<file path="src/rtl/shift_register_pkg.sv">
// Shared definitions for the serial shift-chain blocks: FSM encoding,
// counter width helper and the legal word-length range.
package shift_register_pkg;

   typedef enum logic {
      IDLE  = 1'b0,
      SHIFT = 1'b1
   } state_e;

   localparam int WIDTH_MIN = 2;
   localparam int WIDTH_MAX = 32;

   function automatic int cnt_w(input int width);
      return (width > 1) ? $clog2(width) : 1;
   endfunction

endpackage

</file>
<file path="src/rtl/shift_bit_counter.sv">
// Modulo-WIDTH bit counter with synchronous clear, enable and a last-bit
// flag; shared by the PISO transmitter and the SIPO receiver.
module shift_bit_counter
   import shift_register_pkg::*;
#(
   parameter  int WIDTH = 8,
   localparam int CW    = cnt_w(WIDTH)
) (
   input  logic          Clk,
   input  logic          Rst_n,
   input  logic          clr,
   input  logic          en,
   output logic [CW-1:0] cnt,
   output logic          last
);

   localparam logic [CW-1:0] LAST_VAL = CW'(WIDTH - 1);

   assign last = (cnt == LAST_VAL);

   // clear wins over enable so a reload on the last bit restarts at 0
   always_ff @(posedge Clk or negedge Rst_n) begin
      if (!Rst_n)
         cnt <= '0;
      else if (clr)
         cnt <= '0;
      else if (en)
         cnt <= last ? '0 : cnt + CW'(1);
   end

endmodule

</file>
<file path="src/rtl/shift_register_piso_tx.sv">
// Parallel-in serial-out transmitter: valid/ready word load, one bit per
// clock on Out with Out_valid and Frame_start markers, gapless back-to-back.
module shift_register_piso_tx
   import shift_register_pkg::*;
#(
   parameter int WIDTH     = 8,
   parameter bit MSB_FIRST = 1'b1
) (
   input  logic             Clk,
   input  logic             Rst_n,
   input  logic [WIDTH-1:0] Din,
   input  logic             Load_valid,
   output logic             Load_ready,
   output logic             Out,
   output logic             Out_valid,
   output logic             Frame_start,
   output logic             Busy
);

   localparam int CW = cnt_w(WIDTH);

   if (WIDTH < WIDTH_MIN || WIDTH > WIDTH_MAX) begin : g_bad_width
      $error("shift_register_piso_tx: WIDTH %0d outside %0d..%0d",
             WIDTH, WIDTH_MIN, WIDTH_MAX);
   end

   state_e           state;
   logic [WIDTH-1:0] sreg;
   logic [WIDTH-1:0] sreg_shifted;
   logic [CW-1:0]    cnt;
   logic             last;
   logic             in_shift;
   logic             hs;
   logic             cnt_clr;
   logic             cnt_en;

   assign in_shift   = (state == SHIFT);
   assign Load_ready = !in_shift || last;
   assign hs         = Load_valid && Load_ready;

   // counter restarts on every load and on the way back to IDLE
   assign cnt_clr = hs || (in_shift && last);
   assign cnt_en  = in_shift && !last;

   shift_bit_counter #(
      .WIDTH (WIDTH)
   ) u_cnt (
      .Clk   (Clk),
      .Rst_n (Rst_n),
      .clr   (cnt_clr),
      .en    (cnt_en),
      .cnt   (cnt),
      .last  (last)
   );

   if (MSB_FIRST) begin : g_msb
      assign sreg_shifted = {sreg[WIDTH-2:0], 1'b0};
      assign Out          = sreg[WIDTH-1];
   end else begin : g_lsb
      assign sreg_shifted = {1'b0, sreg[WIDTH-1:1]};
      assign Out          = sreg[0];
   end

   // the register is zeroed on entry to IDLE so Out reads 0 straight from it
   always_ff @(posedge Clk or negedge Rst_n) begin
      if (!Rst_n) begin
         state <= IDLE;
         sreg  <= '0;
      end else if (hs) begin
         state <= SHIFT;
         sreg  <= Din;
      end else if (in_shift) begin
         if (last) begin
            state <= IDLE;
            sreg  <= '0;
         end else begin
            sreg  <= sreg_shifted;
         end
      end
   end

   assign Out_valid   = in_shift;
   assign Busy        = in_shift;
   assign Frame_start = in_shift && (cnt == '0);

endmodule

</file>
<file path="config.mk">
export PLATFORM = sky130hd
export DESIGN_NAME = shift_register_piso_tx
export DESIGN_NICKNAME = d
export VERILOG_FILES = /design/src/rtl/shift_register_pkg.sv /design/src/rtl/shift_bit_counter.sv /design/src/rtl/shift_register_piso_tx.sv
export SDC_FILE = /design/constraint.sdc
export NUM_CORES = 1
export LEC_CHECK = 0
export CORE_UTILIZATION = 48
export DETAILED_ROUTE_END_ITERATION = 6
export GPL_TIMING_DRIVEN = 0
export PLACE_DENSITY = 0.77
export SYNTH_ARGS = -nofsm -noshare
export SYNTH_HDL_FRONTEND = slang
export SYNTH_SLANG_ARGS = --single-unit
export TNS_END_PERCENT = 10
</file>
<file path="constraint.sdc">
create_clock -name Clk -period 2.23 [get_ports Clk]
set_input_delay 0.669 -clock Clk [delete_from_list [all_inputs] [get_ports Clk]]
set_output_delay 0.669 -clock Clk [all_outputs]
set_load 0.01 [all_outputs]
</file>
==> flow_summary.json, run 1 <==
{
  "status": "completed",
  "period_share_pct": 95.3,
  "hold_violations": 0,
  "end_kind": "primary output",
  "ant_nets": 0,
  "ys_ff_latch": 12,
  "coreArea_um2": 1380,
  "whs_ns": 0.561,
  "fill_cells": 108,
  "hold_depth": 1,
  "antenna_found_initial": 0,
  "fmax_mhz": 470,
  "numPortBuffers": 14,
  "vdd_drop_max_uv": 774,
  "rr_worst_depth": 6,
  "final_area_um2": 970,
  "synth_fp_nets": 80,
  "cts_tree": "yes",
  "fin_crit_ns": 2.13,
  "layout_common_cells": "dfrtp_1, clkdlybuf4s50_1, inv_1, mux2i_1, nand3_1",
  "max_stage_delay_ns": 0.41,
  "required_ns": 1.56,
  "synthesis.area_um2": 751,
  "antenna_cells": 0,
  "syn_inst": 65,
  "cts_root_buf": "clkbuf_4",
  "dpl.hpwl_um": 1060,
  "postLayoutCoreUtil_pct": 70.1,
  "clkTransAtPathRegs_ns": 0.08,
  "dpl-instance-area_um2": 910,
  "path_cells": "ha_2 -> ha_2 -> buf_6 -> nand2b_4 -> buf_6",
  "path_buf_inv": 2,
  "drt_wl_total_um": 1460,
  "syn_area_per_cell_um2": 11.5,
  "gp_congestion": 0.673,
  "first_pass_iters": 4,
  "vias": 560,
  "worst-path-max-fanout": 10,
  "cp.depth": 5,
  "start_util_pct": 54.3,
  "ios": 16,
  "grt_max_degree": 13,
  "fin_skew_ns": 0.0100,
  "ys_seq_area_share_pct": 40.0,
  "chipHeight_um": 41.5,
  "ys_types": 18,
  "path_delay_family": "flip-flops",
  "arrival_ns": 1.46,
  "cts_buffers": 3,
  "max-slew-margin-rel_pct": 64.8,
  "nets": 102,
  "slew_violations": 0,
  "rows": 13,
  "die_w_um": 41.5,
  "overflow": 0,
  "maxCapViolations": 0,
  "grt_pass1_vias": 596,
  "setup_slack_ns": 0.104,
  "hp-class": "reg2reg",
  "drc": 0,
  "h-tree-depth": 1,
  "rsz0062_at_grt": "false",
  "cts_sinks": 12,
  "crit_type": "reg2out",
  "grt_pass1_wl_um": 2410,
  "p_leak_nw": 0.436,
  "via_per_inst": 5.54,
  "insertion_delay_ns": 0.27,
  "avgRoutedWirePerCell_um": 14.4,
  "die_area_um2": 1730,
  "syn_to_final_growth_pct": 29.2,
  "p_per_area_nw_per_um2": 1080,
  "drive_gt1_share_pct": 29.1,
  "worstMarginPinSlew_ns": 0.527,
  "start_kind": "flop",
  "cpMaxStageDelayCell": "dfrtp_1",
  "setup_viol": 0,
  "grt_usage_pct": 18.4,
  "drtIter0Drc": 2,
  "dpl_worst_slack_ns": -0.155,
  "setup-tns-final_ns": 0,
  "ctsLongestPathBuffers": 2,
  "yosysWarnings": 0
}
==> worst paths after layout <==
kind | from | end | slack [ns]
max | u_cnt.cnt[0]$_DFFE_PN0P_ | Load_ready | 0.10
min | u_cnt.cnt[2]$_DFFE_PN0P_ | u_cnt.cnt[2]$_DFFE_PN0P_ | 0.56
max reg2reg | u_cnt.cnt[0]$_DFFE_PN0P_ | sreg[1]$_DFFE_PN0P_ | 0.75
min reg2reg | u_cnt.cnt[2]$_DFFE_PN0P_ | u_cnt.cnt[2]$_DFFE_PN0P_ | 0.56
max in group asynchronous | Rst_n | u_cnt.cnt[1]$_DFFE_PN0P_ | 1.13
min in group asynchronous | Rst_n | sreg[6]$_DFFE_PN0P_ | 0.74
==> logic make-up after synthesis <==
logic type	Yosys count	share of synthesized area (%)
muxes	8	10.7
adders and majority gates	4	6.67
buffers and inverters	16	12.5
DFF	12	40.0
AOI/OAI and AO/OA	11	18.2
and+or+nand+nor	14	12.0
==> power by group <==
group	switching, mW	internal [mW]
sequential	0.0560	0.300
clock	0.0696	0.0993
combinational	0.231	0.290
total	0.357	0.690
==> synth_stat cells <==
master | instances | area, um2
inv_1 | 10 | 37.5
o221ai_2 | 7 | 105
o31ai_1 | 1 | 7.51
or2_2 | 1 | 6.26
buf_4 | 3 | 22.5
nand3_1 | 8 | 40.0
nand2b_1 | 1 | 6.26
nand2b_4 | 1 | 13.8
o2bb2ai_1 | 1 | 8.76
dfrtp_1 | 12 | 300
mux2i_1 | 8 | 80.1
nor2_1 | 1 | 3.75
ha_1 | 4 | 50.1
nand4bb_1 | 1 | 11.3
o21ai_0 | 1 | 5.00
and3b_1 | 1 | 8.76
buf_6 | 3 | 33.8
a32o_1 | 1 | 10.0
==> sequential cells by signal, summed over array words and instances, names as in the netlist <==
register	count
Busy	1
sreg	8
u_cnt.cnt	3
==> what timing repair did <==
item                                    4_1_cts  5_1_grt
hold buffers                                  0        0
buffers inserted                              1        3
resized for setup                             8        0
pin swaps                                     1        0
endpoints found under the setup margin        2        1
==> stage by stage <==
step	power, mW	std cells
2_1_floorplan	0.697	65
3_3_place_gp	0.839	94
3_5_place_dp	0.861	94
4_1_cts	1.03	98
5_1_grt	1.12	101
6_report	1.05	101
==> worst reg2reg max path, cell delays in order (launching register included) <==
cell and delay, ns:
dfrtp_1 0.41, ha_2 0.19, ha_2 0.17, buf_6 0.13, nand2b_4 0.16, buf_4 0.17, o221ai_2 0.16
==> routing by layer <==
metal / wire [um] / up-vias / global-route usage, % / part of all wire [%]
met5: 0 / - / 0 / 0
met4: 0 / 0 / 8.39 / 0
met3: 71 / 0 / 6.96 / 4.9
met2: 762 / 15 / 30.9 / 52
met1: 624 / 271 / 20.5 / 43
li1: - / 274 / - / -
==> final cells by class <==
type                       count  area, um2  area share (%)
buffer                         5       45.0            4.65
clock buffer                   4       36.3            3.74
inverter                      10       37.5            3.87
multi-input combinational     37        362            37.3
sequential                    12        300            31.0
tap                           15       18.8            1.94
timing repair buffer          18        170            17.5
(Power assumes the default switching activity.)
==> inputs of run 2 (changes only) <==
--- a/config.mk
+++ b/config.mk
@@ -6,6 +6,7 @@
 export NUM_CORES = 1
 export LEC_CHECK = 0
 export CORE_UTILIZATION = 48
+export CTS_BUF_LIST = sky130_fd_sc_hd__clkbuf_16
 export DETAILED_ROUTE_END_ITERATION = 6
 export GPL_TIMING_DRIVEN = 0
 export PLACE_DENSITY = 0.77
==> flow_summary.json, run 2 (synthesis results as in run 1) <==
{
  "slew_violations": 0,
  "fmax_mhz": 471,
  "nets": 103,
  "avgRoutedWirePerCell_um": 15.5,
  "setup_slack_ns": 0.108,
  "insertion_delay_ns": 0.24,
  "ant_nets": 0,
  "period_share_pct": 95.2,
  "crit_type": "reg2out",
  "stdcell_count": 102,
  "drive_gt1_share_pct": 27.6,
  "end_kind": "primary output",
  "p_sw_share_pct": 31.4,
  "wl_met1_um": 642,
  "ctsLongestPathBuffers": 2,
  "setup_viol": 0,
  "overflow": 0,
  "dpl_worst_slack_ns": -0.155,
  "via_per_inst": 5.58,
  "largest_register_ffs": 8,
  "cts_tree": "yes",
  "p_per_area_nw_per_um2": 1190,
  "regMostFlops": "sreg",
  "dpl.hpwl_um": 1060,
  "antenna_found_initial": 0,
  "grt_pass1_vias": 605,
  "wl_met3_um": 86,
  "worstMarginPinSlew_ns": 0.532,
  "power_frac_clock_pct": 26.5,
  "hp-class": "reg2reg",
  "grt_usage_pct": 20.1,
  "p_leak_nw": 0.460,
  "fin_crit_ns": 2.12,
  "drt_wl_total_um": 1580,
  "chipHeight_um": 41.5,
  "cts_buffers": 3,
  "drtIter0Drc": 2,
  "cts_sinks": 12,
  "vias": 569,
  "drc": 0,
  "place_inst": 94,
  "start_kind": "flop",
  "status": "completed",
  "syn_to_final_growth_pct": 34.7,
  "vdd_drop_max_uv": 576,
  "power_frac_comb_pct": 43.9,
  "fin_skew_ns": 0.00406,
  "pwr-share-seq_pct": 29.7,
  "antenna_cells": 0,
  "seq_area_um2": 300,
  "die_w_um": 41.5,
  "die_area_um2": 1730,
  "gp_congestion": 0.673,
  "wl_met2_um": 819,
  "maxCapViolations": 0,
  "switchingPower_mw": 0.379,
  "max-slew-margin-rel_pct": 64.4,
  "fill_cells": 108,
  "intPower_mw": 0.827,
  "required_ns": 1.56,
  "grt_max_degree": 13,
  "rows": 13,
  "worst-path-max-fanout": 10,
  "first_pass_iters": 2,
  "grt_pass1_wl_um": 2560,
  "multiInputGateArea_um2": 359,
  "coreArea_um2": 1380,
  "postLayoutCoreUtil_pct": 73.1,
  "h-tree-depth": 1,
  "hold_violations": 0,
  "numPortBuffers": 14,
  "start_util_pct": 54.3,
  "cts_root_buf": "clkbuf_16",
  "top_layer_used": "met4",
  "arrival_ns": 1.45,
  "layout_common_cells": "dfrtp_1, clkdlybuf4s50_1, inv_1",
  "ios": 16,
  "rsz0062_at_grt": "false",
  "clkTransAtPathRegs_ns": 0.04
}
## run 2: routing by layer
metal,up-vias,global-route usage (%)
li1,274,-
met1,275,19.6
met4,0,11.6
met2,16,35.0
met5,-,0
met3,4,8.26
## run 2: cell type report
class	count	share of cell area, %
Buffer	5	4.46
Clock buffer	3	7.43
Clock inverter	1	0.371
Inverter	10	3.71
Multi-Input combinational cell	37	35.5
Sequential cell	12	29.7
Tap cell	15	1.86
Timing Repair Buffer	19	17.0
## run 2: timing repair
item	CTS	global route
resized for setup	6	0
hold buffers	0	0
setup endpoints to repair	1	1
buffers inserted	1	4
## run 2: power by group through the flow
stage	Clock, mW	Combinational [mW]	Sequential (mW)
after CTS	0.327	0.482	0.358
after global routing	0.339	0.575	0.368
after floorplan	0	0.343	0.355
after detailed placement	0	0.497	0.364
after global placement	0	0.479	0.359
final	0.319	0.529	0.358
## run 2: final timing paths
path | start | to | slack [ns] | cells after the start
min in group asynchronous | Rst_n | sreg[7]$_DFFE_PN0P_ | 0.79 | 1
hold reg to reg | u_cnt.cnt[2]$_DFFE_PN0P_ | u_cnt.cnt[2]$_DFFE_PN0P_ | 0.56 | 1
setup reg to reg | u_cnt.cnt[0]$_DFFE_PN0P_ | sreg[2]$_DFFE_PN0P_ | 0.74 | 6
hold / removal | u_cnt.cnt[2]$_DFFE_PN0P_ | u_cnt.cnt[2]$_DFFE_PN0P_ | 0.56 | 1
max in group asynchronous | Rst_n | u_cnt.cnt[2]$_DFFE_PN0P_ | 1.09 | 1
setup / recovery | u_cnt.cnt[0]$_DFFE_PN0P_ | Load_ready | 0.11 | 5
## run 2: metrics by stage
stage	area, um2	hold slack [ns]	power, mW	setup TNS (ns)
2_1_floorplan	751	0.373	0.697	0
3_3_place_gp	910	0.537	0.839	-0.152
3_5_place_dp	910	0.547	0.861	-0.155
4_1_cts	981	0.561	1.17	0
5_1_grt	1010	0.580	1.28	0
6_report	1010	0.559	1.21	0
## run 2: critical path, stage by stage, from the launching register on
cell	delay, ns
dfrtp_1	0.39
ha_2	0.20
ha_1	0.18
buf_6	0.14
nand2b_4	0.16
buf_2	0.15
